[src/rtl/mem_req_ctrl_if.sv]
// Data-bus side of the MEM-stage request engine: req/addr_ok/data_ok handshake plus payload.
interface mem_req_ctrl_if #(
  parameter int unsigned ADDR_W = 32,
  parameter int unsigned DATA_W = 32
);
  localparam int unsigned NB = DATA_W / 8;

  logic              bus_req;
  logic              bus_wr;
  logic [NB-1:0]     bus_wstrb;
  logic [ADDR_W-1:0] bus_addr;
  logic [DATA_W-1:0] bus_wdata;
  logic              bus_addr_ok;
  logic              bus_data_ok;
  logic [DATA_W-1:0] bus_rdata;

  modport master (
    output bus_req, bus_wr, bus_wstrb, bus_addr, bus_wdata,
    input  bus_addr_ok, bus_data_ok, bus_rdata
  );

  modport slave (
    input  bus_req, bus_wr, bus_wstrb, bus_addr, bus_wdata,
    output bus_addr_ok, bus_data_ok, bus_rdata
  );
endinterface

[src/rtl/mem_req_ctrl.sv]
// MEM-stage load/store engine: alignment check, strobe/lane shifting, one outstanding
// bus access with req/addr_ok/data_ok handshake, and extended load return.
module mem_req_ctrl #(
  parameter int unsigned ADDR_W = 32,
  parameter int unsigned DATA_W = 32
) (
  input  logic              clk,
  input  logic              rstn,
  input  logic              ex_valid,
  input  logic              is_store,
  input  logic [1:0]        size,
  input  logic              sign_ext,
  input  logic [ADDR_W-1:0] addr,
  input  logic [DATA_W-1:0] wdata,
  output logic              busy,
  output logic              done,
  output logic              ale,
  output logic [DATA_W-1:0] rdata,
  mem_req_ctrl_if.master    bus
);

  localparam int unsigned NB   = DATA_W / 8;
  localparam int unsigned OW   = $clog2(NB);
  localparam bit          DW64 = (DATA_W == 64);

  typedef enum logic [1:0] {
    IDLE = 2'd0,
    REQ  = 2'd1,
    WAIT = 2'd2
  } state_t;

  state_t          state;
  logic [OW-1:0]   r_off;
  logic [1:0]      r_size;
  logic            r_sext;
  logic            r_store;

  logic [OW-1:0]   off_c;
  logic            bad_c;
  logic [NB-1:0]   base_strb_c;
  logic [NB-1:0]   strb_c;
  logic [DATA_W-1:0] sh_c;
  logic [DATA_W-1:0] mask_c;
  logic            sign_c;
  logic [DATA_W-1:0] ext_c;

  assign off_c = addr[OW-1:0];

  // Misaligned or dword on a 32-bit bus raises ale instead of a bus access
  always_comb begin
    bad_c = 1'b0;
    case (size)
      2'd0:    bad_c = 1'b0;
      2'd1:    bad_c = addr[0];
      2'd2:    bad_c = |addr[1:0];
      default: bad_c = (|addr[2:0]) || !DW64;
    endcase
  end

  always_comb begin
    base_strb_c = '0;
    case (size)
      2'd0:    base_strb_c = NB'(8'h01);
      2'd1:    base_strb_c = NB'(8'h03);
      2'd2:    base_strb_c = NB'(8'h0F);
      default: base_strb_c = NB'(8'hFF);
    endcase
  end

  assign strb_c = base_strb_c << off_c;

  // Load return: shift the addressed lanes down, then sign/zero extend by size
  assign sh_c = bus.bus_rdata >> {r_off, 3'b000};

  always_comb begin
    mask_c = '1;
    sign_c = 1'b0;
    case (r_size)
      2'd0: begin
        mask_c = DATA_W'(8'hFF);
        sign_c = sh_c[7];
      end
      2'd1: begin
        mask_c = DATA_W'(16'hFFFF);
        sign_c = sh_c[15];
      end
      2'd2: begin
        mask_c = DATA_W'(32'hFFFF_FFFF);
        sign_c = sh_c[31];
      end
      default: begin
        mask_c = '1;
        sign_c = 1'b0;
      end
    endcase
  end

  assign ext_c = (sh_c & mask_c) | ((r_sext && sign_c) ? ~mask_c : '0);

  // Control FSM with registered handshake and status outputs
  always_ff @(posedge clk or negedge rstn) begin
    if (!rstn) begin
      state         <= IDLE;
      r_off         <= '0;
      r_size        <= '0;
      r_sext        <= 1'b0;
      r_store       <= 1'b0;
      busy          <= 1'b0;
      done          <= 1'b0;
      ale           <= 1'b0;
      rdata         <= '0;
      bus.bus_req   <= 1'b0;
      bus.bus_wr    <= 1'b0;
      bus.bus_wstrb <= '0;
      bus.bus_addr  <= '0;
      bus.bus_wdata <= '0;
    end else begin
      done <= 1'b0;
      ale  <= 1'b0;
      case (state)
        IDLE: begin
          if (ex_valid) begin
            r_off   <= off_c;
            r_size  <= size;
            r_sext  <= sign_ext;
            r_store <= is_store;
            if (bad_c) begin
              ale <= 1'b1;
            end else begin
              state         <= REQ;
              busy          <= 1'b1;
              bus.bus_req   <= 1'b1;
              bus.bus_wr    <= is_store;
              bus.bus_wstrb <= is_store ? strb_c : '0;
              bus.bus_addr  <= {addr[ADDR_W-1:OW], {OW{1'b0}}};
              bus.bus_wdata <= wdata << {off_c, 3'b000};
            end
          end
        end
        REQ: begin
          if (bus.bus_addr_ok) begin
            bus.bus_req <= 1'b0;
            if (bus.bus_data_ok) begin
              state <= IDLE;
              busy  <= 1'b0;
              done  <= 1'b1;
              rdata <= r_store ? '0 : ext_c;
            end else begin
              state <= WAIT;
            end
          end
        end
        WAIT: begin
          if (bus.bus_data_ok) begin
            state <= IDLE;
            busy  <= 1'b0;
            done  <= 1'b1;
            rdata <= r_store ? '0 : ext_c;
          end
        end
        default: state <= IDLE;
      endcase
    end
  end

endmodule

[src/flat_wrapper.sv]
// flat-port wrapper written by rule: the top's interface ports become plain ports
module mem_req_ctrl_flat 
#(
  parameter int unsigned ADDR_W = 32,
  parameter int unsigned DATA_W = 32
)
  (clk, rstn, ex_valid, is_store, size, sign_ext, addr, wdata, busy, done, ale, rdata, bus_bus_req, bus_bus_wr, bus_bus_wstrb, bus_bus_addr, bus_bus_wdata, bus_bus_addr_ok, bus_bus_data_ok, bus_bus_rdata);
  mem_req_ctrl_if #(.ADDR_W(ADDR_W), .DATA_W(DATA_W)) bus_i ();
  input  logic clk;
  input  logic rstn;
  input  logic ex_valid;
  input  logic is_store;
  input  logic [1:0] size;
  input  logic sign_ext;
  input  logic [ADDR_W-1:0] addr;
  input  logic [DATA_W-1:0] wdata;
  output logic busy;
  output logic done;
  output logic ale;
  output logic [DATA_W-1:0] rdata;
  output wire logic [$bits(bus_i.bus_req)-1:0] bus_bus_req;
  output wire logic [$bits(bus_i.bus_wr)-1:0] bus_bus_wr;
  output wire logic [$bits(bus_i.bus_wstrb)-1:0] bus_bus_wstrb;
  output wire logic [$bits(bus_i.bus_addr)-1:0] bus_bus_addr;
  output wire logic [$bits(bus_i.bus_wdata)-1:0] bus_bus_wdata;
  input wire logic [$bits(bus_i.bus_addr_ok)-1:0] bus_bus_addr_ok;
  input wire logic [$bits(bus_i.bus_data_ok)-1:0] bus_bus_data_ok;
  input wire logic [$bits(bus_i.bus_rdata)-1:0] bus_bus_rdata;
  assign bus_bus_req = bus_i.bus_req;
  assign bus_bus_wr = bus_i.bus_wr;
  assign bus_bus_wstrb = bus_i.bus_wstrb;
  assign bus_bus_addr = bus_i.bus_addr;
  assign bus_bus_wdata = bus_i.bus_wdata;
  assign bus_i.bus_addr_ok = bus_bus_addr_ok;
  assign bus_i.bus_data_ok = bus_bus_data_ok;
  assign bus_i.bus_rdata = bus_bus_rdata;
  mem_req_ctrl #(.ADDR_W(ADDR_W), .DATA_W(DATA_W)) u_core (.clk(clk), .rstn(rstn), .ex_valid(ex_valid), .is_store(is_store), .size(size), .sign_ext(sign_ext), .addr(addr), .wdata(wdata), .busy(busy), .done(done), .ale(ale), .rdata(rdata), .bus(bus_i));
endmodule
[config.mk]
export PLATFORM = sky130hd
export DESIGN_NAME = mem_req_ctrl_flat
export DESIGN_NICKNAME = d
export VERILOG_FILES = /design/src/rtl/mem_req_ctrl_if.sv /design/src/rtl/mem_req_ctrl.sv /design/src/flat_wrapper.sv
export SDC_FILE = /design/constraint.sdc
export NUM_CORES = 1
export LEC_CHECK = 0
export BUFFER_PORTS_ARGS = -buffer_cell sky130_fd_sc_hd__buf_2
export CAP_MARGIN = 10
export CORE_ASPECT_RATIO = 0.75
export CORE_MARGIN = 1
export CORE_UTILIZATION = 49
export CTS_CLUSTER_SIZE = 14
export DETAILED_ROUTE_END_ITERATION = 8
export GPL_ROUTABILITY_DRIVEN = 0
export PLACE_DENSITY_LB_ADDON = 0.05
export SLEW_MARGIN = 5
export SYNTH_ARGS = -nofsm -noshare
export SYNTH_HDL_FRONTEND = slang
export SYNTH_SLANG_ARGS = --single-unit
[constraint.sdc]
create_clock -name clk -period 2.5 [get_ports clk]
set_clock_uncertainty 0.1 [all_clocks]
set_input_delay 0.25 -clock clk [delete_from_list [all_inputs] [get_ports clk]]
set_output_delay 0.25 -clock clk [all_outputs]
set_load 0.005 [all_outputs]
After elaboration in Yosys (flattened, before gate mapping)
Cells that the tools add are included.

word-level totals
  flip-flop bits (word level) = 111
  latch bits = 0
  bits in writable memories = 0
  ROM bits = 0
  bits of input ports = 105
  output and inout port bits = 105
  logic and storage cells = 74
  memories = 0

operators by class
  add/sub/neg operators = 0
  multiply operators = 0
  div/mod/pow operators = 0
  order comparisons = 0
  equality and inequality tests = 10
  shifts and indexed selects = 3
  muxes and demuxes = 29
  bitwise operators = 4
  reduce and logical (&&, ||, !) cells = 14

operators with widths
  kind                                           count
  2-to-1 mux 32 bit                              4
  case mux 32 bit (2 select lines)               2
  AND 32 bit                                     1
  inverter 32 bit                                1
  OR 32 bit                                      1
  << shifter 32 x 5 -> 32 bit                    1
  right shift 32 x 5 -> 32 bit                   1
  AND reduction 4 bit                            3
  2-to-1 mux 1 bit                               10
  2-to-1 mux 2 bit                               5
  case mux 1 bit (3 select lines)                3
  inequality test 2 bit, second input constant   4
  case mux 4 bit (2 select lines)                1
  == test 2 x 1 -> 1 bit, second input constant  3
  == test 2 bit, second input constant           3
  logical NOT 2 bit                              3
  case mux 2 bit (3 select lines)                1
  2-to-1 mux 4 bit                               1
  case mux 1 bit (2 select lines)                2
  AND reduction 2 bit                            2
  nonzero test 2 bit                             2
  << shifter 4 x 2 -> 4 bit                      1
  AND reduction 3 bit                            1
  nonzero test 3 bit                             1
  other kinds (3)                                3

Depth between registers and ports, before layout
  depth in word-level cells = 9
  depth in mapped cells = 7
  mapped depth without buffers = 6

Least setup slack after synthesis
OpenSTA, ideal clock, no wires.

  kind = register -> register
  start = reg u_core.state[1]
  end = reg u_core.rdata[21]
  arrival = 1.729 ns
  required time = 2.333 ns
  setup slack = 0.605 ns
  cell stages (with the launch flop) = 8
  path buffers = 1
  path through = dfrtp_1 -> inv_1 -> ha_1 -> nand2_1 -> nor3_4 -> o2111a_2 -> buf_6 -> a221o_1

between the ends
  longest elaborated chain between the ends = 3
  elaborated cells between the ends (all ways) = 6
  classes of those cells = 3 x eq/ne; 1 x mux; 2 x reduce/logical

ends and longest elaborated chain
  what                                                                                 line                 source
  start: declaration                                                                   mem_req_ctrl.sv:32   state_t state;
  start signal: assignment                                                             mem_req_ctrl.sv:103  state <= IDLE;
  start signal: assignment                                                             mem_req_ctrl.sv:130  state <= REQ;
  start signal: assignment                                                             mem_req_ctrl.sv:144  state <= IDLE;
  == test 2 x 1 -> 1 bit / == test 2 bit (equally long branches)                       mem_req_ctrl.sv:120  case (state)
  inequality test 2 bit (no source line) / nonzero test 2 bit (equally long branches)  --
  AND reduction 2 bit (no source line)                                                 --
  end signal: assignment                                                               mem_req_ctrl.sv:147  rdata <= r_store ? '0 : ext_c;
  end signal: assignment                                                               mem_req_ctrl.sv:158  rdata <= r_store ? '0 : ext_c;
  end: declaration                                                                     mem_req_ctrl.sv:18   output logic [DATA_W-1:0] rdata,

Several ways; a longest one is shown, not always the timed one.
A chain may end at the register's enable or synchronous reset.

Worst setup path in the final report
  start = reg u_core.state[1]
  end = reg u_core.rdata[10]

Same word-level chain as after synthesis.

==> results.cfg <==
[floorplan]
die_x_um = 123
initial_core_util = 0.512
fp.coreArea_sq_um = 10500
ios = 210
die_h_um = 92.5
die_area_sq_um = 11400
rows = 32

[global_routing]
grt_use_total = 0.247
grt_pass1_vias = 4065
antenna_found_initial = 0
grt_pass1_wl_mm = 21.3
grt-ovfl-total = 0
grt_max_degree = 65

[synth]
ys_seq_area_frac = 0.519
synth_top_area_cell = dfrtp_1
synth_seq_cells = 111
yosys.cell_types.count = 43
avgSynthCellArea_sq_um = 11.6
netlist_area_sq_um = 5360
ys_warn_count = 0
synthTopCellsByArea = dfrtp_1 52%, mux2_2 7.6%, mux2i_1 5.0%, mux2_4 4.2%, nand2_1 3.6%
netlist.area_leader.share = 0.519
synth_cells = 462

[hold_path]
hold_class = input port to flip-flop

[timing]
finalSetupViolations = 0
fin_tns_setup_ns = 0
max_slew_margin = 0.584
min_period_ns = 2.12
min_period_over_period = 0.848
hold_violations = 0
worstMarginPinSlew_ns = 0.622
maxSlewViolCount = 0
max_freq_mhz = 472
rsz0062_at_grt = no

[cells_and_area]
drive_gt1_frac = 0.444
final_cells = 803
postLayoutCoreUtil = 0.654
area_growth_pct = 27.5
antenna_cells = 0
stdcell_area_sq_um = 6830
fillers = 850
final_nets = 771

[clock_network]
clock_latency_ns = 0.35
cts_buffers = 9
cts_resized = 0
clk_pin_slew_ns = 0.08
cts_tree = built
htree_levels = 3
clk_path_buf_depth = 2
root_buffer = clkbuf_16
cts_sinks = 111

[setup_path]
startpoint_type = flip-flop
crit_required_ns = 2.69
critPathKind = flip-flop to flip-flop
r2r_setup_slack_ns = 0.38
cp_max_fo = 8
arrival_ns = 2.31
end_kind = flip-flop

[place]
dpl.hpwl_mm = 10.2
placed_cells = 786
dpl_cell_area_sq_um = 6520
numPortBuffers = 207

[route]
drt_pass1_iterations = 4
wl_mm = 13.5
wire_per_inst_um = 16.8
ant_nets = 0
routed-via-count = 4394
drcViolationCount = 0
viasPerCell = 5.47
drt_iter0_drc = 255

[power_and_ir_drop]
power_density_nw_per_um2 = 1100
cellLeakagePower_nw = 3.49
peakVddDrop_mv = 0.532

[status]
status = completed

[flow_run]
maxCapViolCount = 0
-- flip-flops by register name (all words and copies together) (netlist names) --
name / cells
u_core.r_off: 2
u_core.bus.bus_req: 1
u_core.rdata: 32
u_core.r_store: 1
u_core.bus.bus_wdata: 32
u_core.done: 1
u_core.r_sext: 1
u_core.state: 2
u_core.busy: 1
u_core.bus.bus_wstrb: 4
u_core.r_size: 2
u_core.ale: 1
u_core.bus.bus_wr: 1
u_core.bus.bus_addr: 30
-- Yosys cell counts (all sizes together) --
cell type	number
a211o	7
nor3b	1
a211oi	8
and2b	2
xor2	2
or2	1
o31ai	11
a221o	16
nand3b	1
a22o	9
a32o	7
nor4	1
a21oi	27
dfrtp	111
o41ai	2
mux2i	27
nand3	2
inv	6
mux2	51
clkbuf	13
a22oi	1
or4	1
nor2	12
o21ai	33
nor2b	20
buf	22
nand2b	2
ha	4
o21a	1
nand2	52
o211ai	1
conb	1
nor3	3
nand4	1
o2111a	1
a31oi	1
o221ai	1
-- worst paths after layout --
kind / start / end / cells past startpoint
worst max-delay path: u_core.state[1]$_DFFE_PN0P_ / u_core.rdata[10]$_DFFE_PN0P_ / 7
worst min-delay path: addr[2] / u_core.bus.bus_addr[2]$_DFFE_PN0P_ / 2
worst max register to register: u_core.state[1]$_DFFE_PN0P_ / u_core.rdata[10]$_DFFE_PN0P_ / 7
worst min register to register: u_core.bus.bus_wdata[22]$_DFFE_PN0P_ / u_core.bus.bus_wdata[22]$_DFFE_PN0P_ / 2
max in group asynchronous: rstn / u_core.rdata[26]$_DFFE_PN0P_ / 3
min in group asynchronous: rstn / u_core.bus.bus_addr[24]$_DFFE_PN0P_ / 2
-- metrics by stage --
stage	hold WS (ns)	setup WS, ns	power [mW]
after global placement	0.0912	0.501	6.01
final	0.0201	0.380	7.53
after detailed placement	0.0976	0.393	6.13
after CTS	0.0110	0.383	7.58
after floorplan	-0.146	0.605	4.83
after global routing	0.0100	0.235	8.09
-- worst max-delay path, stage by stage (launching register included) --
cell,delay (ns)
dfrtp_1,0.40
inv_1,0.09
ha_1,0.33
nand2_1,0.17
nor3_4,0.33
buf_4,0.19
o21a_1,0.28
a22o_1,0.17
-- per-layer routing --
layer,track usage,part of all wire
met5,0,0
met4,0.0508,0.0076
met3,0.0690,0.084
met2,0.344,0.42
met1,0.378,0.49
-- where the power goes --
group	internal (mW)	total, mW	switching [mW]
clock	0.731	1.44	0.707
combinational	1.61	3.02	1.42
sequential	2.57	3.07	0.497
-- placed cells by master (no fill, tap or decap), types with 2 or more instances in the layout --
cell       instances
buf_2            206
dfrtp_1          111
nand2_1           52
mux2_2            36
o21ai_0           33
a21oi_1           27
mux2i_1           27
nor2b_1           20
a221o_1           16
mux2_4            15
buf_4             14
nor2_1            12
o31ai_1           10
a22o_1             9
clkbuf_16          9
a211oi_1           8
a211o_1            7
a32o_1             7
inv_1              6
ha_1               4
inv_6              3
nor3_1             2
nand3_1            2
xor2_1             2
nand2b_1           2
o41ai_1            2
conb_1             2
buf_12             2
-- final cells by class --
cell class | instances | area [sq um] | share of cell area
Timing Repair Buffer | 223 | 1190 | 0.174
Clock buffer | 10 | 239 | 0.0350
Inverter | 6 | 22.5 | 0.00330
Sequential cell | 111 | 2780 | 0.407
Tap cell | 136 | 170 | 0.0249
Clock inverter | 6 | 61.3 | 0.00898
Multi-Input combinational cell | 311 | 2370 | 0.348
-- cell families after synthesis --
family,count (synthesis),share of synthesized area
other,1,0.000700
multiplexers,78,0.168
AO/OA/AOI/OAI,126,0.167
flip-flops,111,0.519
AND/OR/NAND/NOR,99,0.0923
XOR/XNOR,2,0.00327
buffers and inverters,41,0.0404
adder cells (fa/ha/maj),4,0.00935
-- what timing repair did --
| item | 4_1_cts | 5_1_grt |
|---|---|---|
| hold buffers | 1 | 0 |
| buffers inserted | 0 | 0 |
| endpoints found under the setup margin | 0 | 0 |
| endpoints found under the hold margin | 26 | 0 |
Note: power is estimated with default switching activity, not from simulation.
